<file path="src/rtl/mem_port_arbiter_if.sv">
// Request/grant and buffer-port bundle between two requesters, the arbiter and
// a dual-port buffer with registered read data.
interface mem_port_arbiter_if #(
    parameter int In_W       = 32,
    parameter int In_D_Add_W = 4
);
    logic                   wr_req;
    logic [In_D_Add_W-1:0]  wr_addr;
    logic signed [In_W-1:0] wr_data;
    logic                   wr_gnt;

    logic                   rd_req;
    logic [In_D_Add_W-1:0]  rd_addr;
    logic                   rd_gnt;
    logic signed [In_W-1:0] rd_data;
    logic                   rd_valid;

    logic                   mem_ena;
    logic                   mem_wea;
    logic                   mem_enb;
    logic [In_D_Add_W-1:0]  mem_addra;
    logic [In_D_Add_W-1:0]  mem_addrb;
    logic signed [In_W-1:0] mem_dina;
    logic signed [In_W-1:0] mem_doutb;

    modport slave (
        input  wr_req, wr_addr, wr_data, rd_req, rd_addr, mem_doutb,
        output wr_gnt, rd_gnt, rd_data, rd_valid,
               mem_ena, mem_wea, mem_enb, mem_addra, mem_addrb, mem_dina
    );

    modport master (
        output wr_req, wr_addr, wr_data, rd_req, rd_addr, mem_doutb,
        input  wr_gnt, rd_gnt, rd_data, rd_valid,
               mem_ena, mem_wea, mem_enb, mem_addra, mem_addrb, mem_dina
    );
endinterface

</file>
<file path="src/rtl/mem_port_arbiter.sv">
// Round-robin arbiter sharing one buffer operation per cycle between a writer
// and a reader; grants are combinational, read data arrives one cycle later.
//
// state  | meaning
// IDLE   | no grant last cycle (treated as reader-owned, writer wins conflict)
// WR_OWN | last grant went to the writer
// RD_OWN | last grant went to the reader
module mem_port_arbiter #(
    parameter int In_W       = 32,
    parameter int In_D_Add_W = 4,
    parameter int Max_Burst  = 4
) (
    input  logic               clk,
    input  logic               rst_n,
    mem_port_arbiter_if.slave  bus
);
    typedef enum logic [1:0] {IDLE, WR_OWN, RD_OWN} state_t;

    localparam logic [3:0] MAX_B = 4'(Max_Burst);

    state_t                 state_q, state_d;
    logic [3:0]             burst_cnt_q, burst_cnt_d;
    logic                   rd_valid_q, rd_valid_d;
    logic [In_D_Add_W-1:0]  addra_q, addra_d;
    logic [In_D_Add_W-1:0]  addrb_q, addrb_d;
    logic signed [In_W-1:0] dina_q, dina_d;
    logic                   wr_gnt, rd_gnt;
    logic [3:0]             burst_inc;

    always_ff @(posedge clk) begin
        if (!rst_n) begin
            state_q     <= IDLE;
            burst_cnt_q <= 4'd0;
            rd_valid_q  <= 1'b0;
            addra_q     <= '0;
            addrb_q     <= '0;
            dina_q      <= '0;
        end else begin
            state_q     <= state_d;
            burst_cnt_q <= burst_cnt_d;
            rd_valid_q  <= rd_valid_d;
            addra_q     <= addra_d;
            addrb_q     <= addrb_d;
            dina_q      <= dina_d;
        end
    end

    always_comb begin
        wr_gnt      = 1'b0;
        rd_gnt      = 1'b0;
        state_d     = IDLE;
        burst_cnt_d = 4'd0;
        addra_d     = addra_q;
        addrb_d     = addrb_q;
        dina_d      = dina_q;
        burst_inc   = (burst_cnt_q >= MAX_B) ? MAX_B : burst_cnt_q + 4'd1;

        // Alternating on conflict also enforces the burst limit, since the
        // owner never keeps the port while the other side waits.
        if (rst_n) begin
            if (bus.wr_req && bus.rd_req) begin
                if (state_q == WR_OWN) rd_gnt = 1'b1;
                else                   wr_gnt = 1'b1;
            end else begin
                wr_gnt = bus.wr_req;
                rd_gnt = bus.rd_req;
            end
        end

        if (wr_gnt) begin
            state_d     = WR_OWN;
            burst_cnt_d = (state_q == WR_OWN) ? burst_inc : 4'd1;
            addra_d     = bus.wr_addr;
            dina_d      = bus.wr_data;
        end else if (rd_gnt) begin
            state_d     = RD_OWN;
            burst_cnt_d = (state_q == RD_OWN) ? burst_inc : 4'd1;
            addrb_d     = bus.rd_addr;
        end
        rd_valid_d = rd_gnt;
    end

    assign bus.wr_gnt    = wr_gnt;
    assign bus.rd_gnt    = rd_gnt;
    assign bus.mem_ena   = wr_gnt;
    assign bus.mem_wea   = wr_gnt;
    assign bus.mem_enb   = rd_gnt;
    assign bus.mem_addra = addra_d;
    assign bus.mem_addrb = addrb_d;
    assign bus.mem_dina  = dina_d;
    // A read granted just before reset must not surface as valid.
    assign bus.rd_valid  = rd_valid_q && rst_n;
    assign bus.rd_data   = bus.mem_doutb;

    gnt_exclusive: assert property (@(posedge clk) !(wr_gnt && rd_gnt));
    burst_bounded: assert property (@(posedge clk) burst_cnt_q <= MAX_B);
endmodule

</file>
<file path="src/flat_wrapper.sv">
// flat-port wrapper written by rule: the top's interface ports become plain ports
module mem_port_arbiter_flat 
#(
    parameter int In_W       = 32,
    parameter int In_D_Add_W = 4,
    parameter int Max_Burst  = 4
)
  (clk, rst_n, bus_wr_req, bus_wr_addr, bus_wr_data, bus_rd_req, bus_rd_addr, bus_mem_doutb, bus_wr_gnt, bus_rd_gnt, bus_rd_data, bus_rd_valid, bus_mem_ena, bus_mem_wea, bus_mem_enb, bus_mem_addra, bus_mem_addrb, bus_mem_dina);
  mem_port_arbiter_if #(.In_W(In_W), .In_D_Add_W(In_D_Add_W)) bus_i ();
  input  logic clk;
  input  logic rst_n;
  input wire logic [$bits(bus_i.wr_req)-1:0] bus_wr_req;
  input wire logic [$bits(bus_i.wr_addr)-1:0] bus_wr_addr;
  input wire logic [$bits(bus_i.wr_data)-1:0] bus_wr_data;
  input wire logic [$bits(bus_i.rd_req)-1:0] bus_rd_req;
  input wire logic [$bits(bus_i.rd_addr)-1:0] bus_rd_addr;
  input wire logic [$bits(bus_i.mem_doutb)-1:0] bus_mem_doutb;
  output wire logic [$bits(bus_i.wr_gnt)-1:0] bus_wr_gnt;
  output wire logic [$bits(bus_i.rd_gnt)-1:0] bus_rd_gnt;
  output wire logic [$bits(bus_i.rd_data)-1:0] bus_rd_data;
  output wire logic [$bits(bus_i.rd_valid)-1:0] bus_rd_valid;
  output wire logic [$bits(bus_i.mem_ena)-1:0] bus_mem_ena;
  output wire logic [$bits(bus_i.mem_wea)-1:0] bus_mem_wea;
  output wire logic [$bits(bus_i.mem_enb)-1:0] bus_mem_enb;
  output wire logic [$bits(bus_i.mem_addra)-1:0] bus_mem_addra;
  output wire logic [$bits(bus_i.mem_addrb)-1:0] bus_mem_addrb;
  output wire logic [$bits(bus_i.mem_dina)-1:0] bus_mem_dina;
  assign bus_i.wr_req = bus_wr_req;
  assign bus_i.wr_addr = bus_wr_addr;
  assign bus_i.wr_data = bus_wr_data;
  assign bus_i.rd_req = bus_rd_req;
  assign bus_i.rd_addr = bus_rd_addr;
  assign bus_i.mem_doutb = bus_mem_doutb;
  assign bus_wr_gnt = bus_i.wr_gnt;
  assign bus_rd_gnt = bus_i.rd_gnt;
  assign bus_rd_data = bus_i.rd_data;
  assign bus_rd_valid = bus_i.rd_valid;
  assign bus_mem_ena = bus_i.mem_ena;
  assign bus_mem_wea = bus_i.mem_wea;
  assign bus_mem_enb = bus_i.mem_enb;
  assign bus_mem_addra = bus_i.mem_addra;
  assign bus_mem_addrb = bus_i.mem_addrb;
  assign bus_mem_dina = bus_i.mem_dina;
  mem_port_arbiter #(.In_W(In_W), .In_D_Add_W(In_D_Add_W), .Max_Burst(Max_Burst)) u_core (.clk(clk), .rst_n(rst_n), .bus(bus_i));
endmodule
</file>
<file path="config.mk">
export PLATFORM = sky130hd
export DESIGN_NAME = mem_port_arbiter_flat
export DESIGN_NICKNAME = d
export VERILOG_FILES = /design/src/rtl/mem_port_arbiter_if.sv /design/src/rtl/mem_port_arbiter.sv /design/src/flat_wrapper.sv
export SDC_FILE = /design/constraint.sdc
export NUM_CORES = 1
export LEC_CHECK = 0
export CAP_MARGIN = 20
export CORE_MARGIN = 2
export CORE_UTILIZATION = 37
export DETAILED_ROUTE_END_ITERATION = 8
export GPL_TIMING_DRIVEN = 0
export PLACE_DENSITY = 0.81
export RECOVER_POWER = 50
export SETUP_SLACK_MARGIN = 0.4
export SLEW_MARGIN = 30
export SYNTH_ARGS = -nofsm -noshare
export SYNTH_HDL_FRONTEND = slang
export SYNTH_SLANG_ARGS = --single-unit
</file>
<file path="constraint.sdc">
create_clock -name clk -period 1.4 [get_ports clk]
set_input_delay 0.21 -clock clk [delete_from_list [all_inputs] [get_ports clk]]
set_output_delay 0.21 -clock clk [all_outputs]
set_load 0.05 [all_outputs]
</file>
==> qor.yml <==
run_status: "complete, but fails checks"
failed_checks: "negative setup slack"
fp.dieW_um: 86.0
cp_max_fo: 10
syn2layout_area_growth_pct: 107
final.setup.worst_slack_ps: -416
slowest_stage: "dfxtp_2"
slew_viol_final: 0
ys_ff_latch: 43
cp-start-kind: "register"
p_leak_nw: 2.11
clock-skew-final_ps: 4.73
place_ws_ps: -1270
grt_usage: 0.201
max-slew-margin-rel: 0.665
cp_data_required_time_ps: 1190
antenna_found_initial: 0
synth_top_area_frac: 0.346
crit_path_end_kind: "output port"
cap_violations: 0
ir_drop_mv: 0.603
grt-ovfl-total: 0
final-hold-violation-count: 0
io_buffers: 120
dp.cells: 502
critical_path.max_stage_delay_ps: 320
htreeDepth: 2
grt_pass1_vias: 2547
fillCellCount: 389
grt_max_degree: 13
diodes: 0
criticalPathCategory: "register to output port"
period_share: 1.30
grt_pass1_wl_um: 11900
crit_top_cell: "buf_12"
dp_hpwl_um: 5410
start_util: 0.387
syn_area_per_cell_um2: 8.15
nNetsFinal: 532
gp_congestion: 0.699
ys_seq_area_frac: 0.346
critPathTopFamily: "buffers and inverters"
rows: 29
path_clk_slew_ps: 80
hp-class: "input port to register"
synth.distinct_cells: 20
fmax_ghz: 0.551
cts_buffers: 5
die-height_um: 86.0
drt-vias-per-instance: 4.87
syn_inst: 305
syn-num-nets: 381
root_buffer: "clkbuf_8"
wl_per_cell_um: 15.4
cts_tree: "built"
power_per_cell_area_mw_per_mm2: 822
fin_cells: 534
layout-drive-gt1-share: 0.547
worstMarginPinSlew_ps: 503
total_power_mw: 4.23
rsz0062_at_grt: "yes"
ys_warn_count: 0
vias: 2598
yosys.area.top_type: "dfxtp_1"
crit_arrival_ps: 1610
drt_wl_total_um: 8240
dr.pass1.iters: 4
setup_violations: 77
crit_buf_inv: 3
io_pins: 154
ant_nets: 0
crit_chain: "nand3b_1, and2_4, buf_12, buf_12, o21ai_4, buf_6"
synth_area_mm2: 0.00249
dieArea_mm2: 0.00739
clock_latency_ps: 290
synth.area.top_cells: "dfxtp_1 35%, o21ai_2 18%, buf_4 11%, nand3_1 7.2%, inv_1 6.0%"
cts_buffer_depth: 2
drcViolationCount: 0
core_area_mm2: 0.00642
finalCriticalPeriod_ps: 1820
drtIter0Drc: 79
cts_sinks: 43
==> synth_stat cells, drive strengths merged <==
| cell type | n |
|---|---|
| buf | 52 |
| clkbuf | 4 |
| dfxtp | 43 |
| nand3 | 36 |
| a21oi | 3 |
| nand2 | 41 |
| nand3b | 1 |
| mux2i | 4 |
| and2 | 4 |
| o21ai | 72 |
| inv | 40 |
| nand2b | 1 |
| mux2 | 4 |
==> final cells by class <==
class / instances / area [um^2] / area share
inverter: 40 / 150 / 0.0292
multi-input combinational: 166 / 1660 / 0.322
sequential: 43 / 865 / 0.168
tap: 77 / 96.3 / 0.0187
clock buffer: 8 / 100 / 0.0195
buffer: 56 / 612 / 0.119
timing repair buffer: 144 / 1670 / 0.324
==> cells by family (layout without fill, tap and decap cells) <==
| group | count (synthesis) | in the layout | synth area share |
|---|---|---|---|
| flip-flops | 43 | 43 | 0.346 |
| AND/OR/NAND/NOR | 83 | 83 | 0.156 |
| multiplexers | 8 | 8 | 0.0342 |
| AO/OA/AOI/OAI | 75 | 75 | 0.231 |
| buffers and inverters | 96 | 248 | 0.233 |
==> state kept, by name (all words and copies together), names as in the netlist <==
signal and count:
u_core.addrb_q 4, u_core.dina_q 32, u_core.addra_q 4, u_core.state_q 2, u_core.rd_valid_q 1
==> timing repair <==
| item | 4_1_cts | 5_1_grt |
|---|---|---|
| gates cloned | 2 | 4 |
| endpoints found under the setup margin | 119 | 91 |
| setup buffers | 9 | 9 |
| endpoints found under the hold margin | 0 | 0 |
| hold buffers | 0 | 0 |
| gates resized for setup | 429 | 36 |
| pin swaps | 3 | 18 |
==> report_power, final <==
part	internal [mW]	total (mW)	leakage, nW	switching (mW)
Sequential	1.31	1.36	0.356	0.0467
Clock	0.451	0.868	0.0515	0.417
Combinational	0.871	2.00	1.71	1.13
==> layer usage <==
| metal | vias up | share of wire | global-route usage |
|---|---|---|---|
| li1 | 1260 | - | - |
| met1 | 1232 | 0.38 | 0.239 |
| met2 | 104 | 0.56 | 0.375 |
| met3 | 2 | 0.055 | 0.0308 |
| met4 | 0 | 0.0053 | 0.0476 |
| met5 | - | 0 | 0 |
==> worst paths after layout <==
path / from / end / slack (ps) / cells after the start
worst max-delay path: u_core.state_q[1] / bus_mem_dina[3] / -420 / 6
worst min-delay path: rst_n / u_core.dina_q[17] / 210 / 3
worst max register to register: u_core.state_q[1] / u_core.addra_q[1] / -60 / 7
worst min register to register: u_core.dina_q[23] / u_core.dina_q[23] / 460 / 2
==> worst reg2reg max path: cells and delay by family (launching register included) <==
family | cells | cell delay [ps]
buffers and inverters | 4 | 580
AND/OR/NAND/NOR | 2 | 380
flip-flops | 1 | 320
AO/OA/AOI/OAI | 1 | 120
==> stage by stage <==
| stage | TNS (ps) | util | hold WS [ps] | area, um^2 |
|---|---|---|---|---|
| after floorplan | -3230 | - | 301 | 3110 |
| after global placement | -60150 | 0.686 | 436 | 4400 |
| after detailed placement | -61590 | 0.686 | 451 | 4400 |
| after CTS | -16860 | 0.758 | 197 | 4870 |
| after global routing | -22950 | 0.801 | 199 | 5140 |
| final | -18010 | 0.801 | 212 | 5140 |
==> layout by cell type (no fill, tap or decap), drive strengths merged <==
cell	instances
a21oi	3
buf	118
clkdlybuf4s15	28
dlygate4sd2	2
mux2i	4
nand2	41
mux2	4
dfxtp	43
o21ai	72
clkdlybuf4s50	40
and2	4
inv	40
nand3b	1
clkbuf	20
nand2b	1
nand3	36
Note: power is estimated with default switching activity, not from simulation.
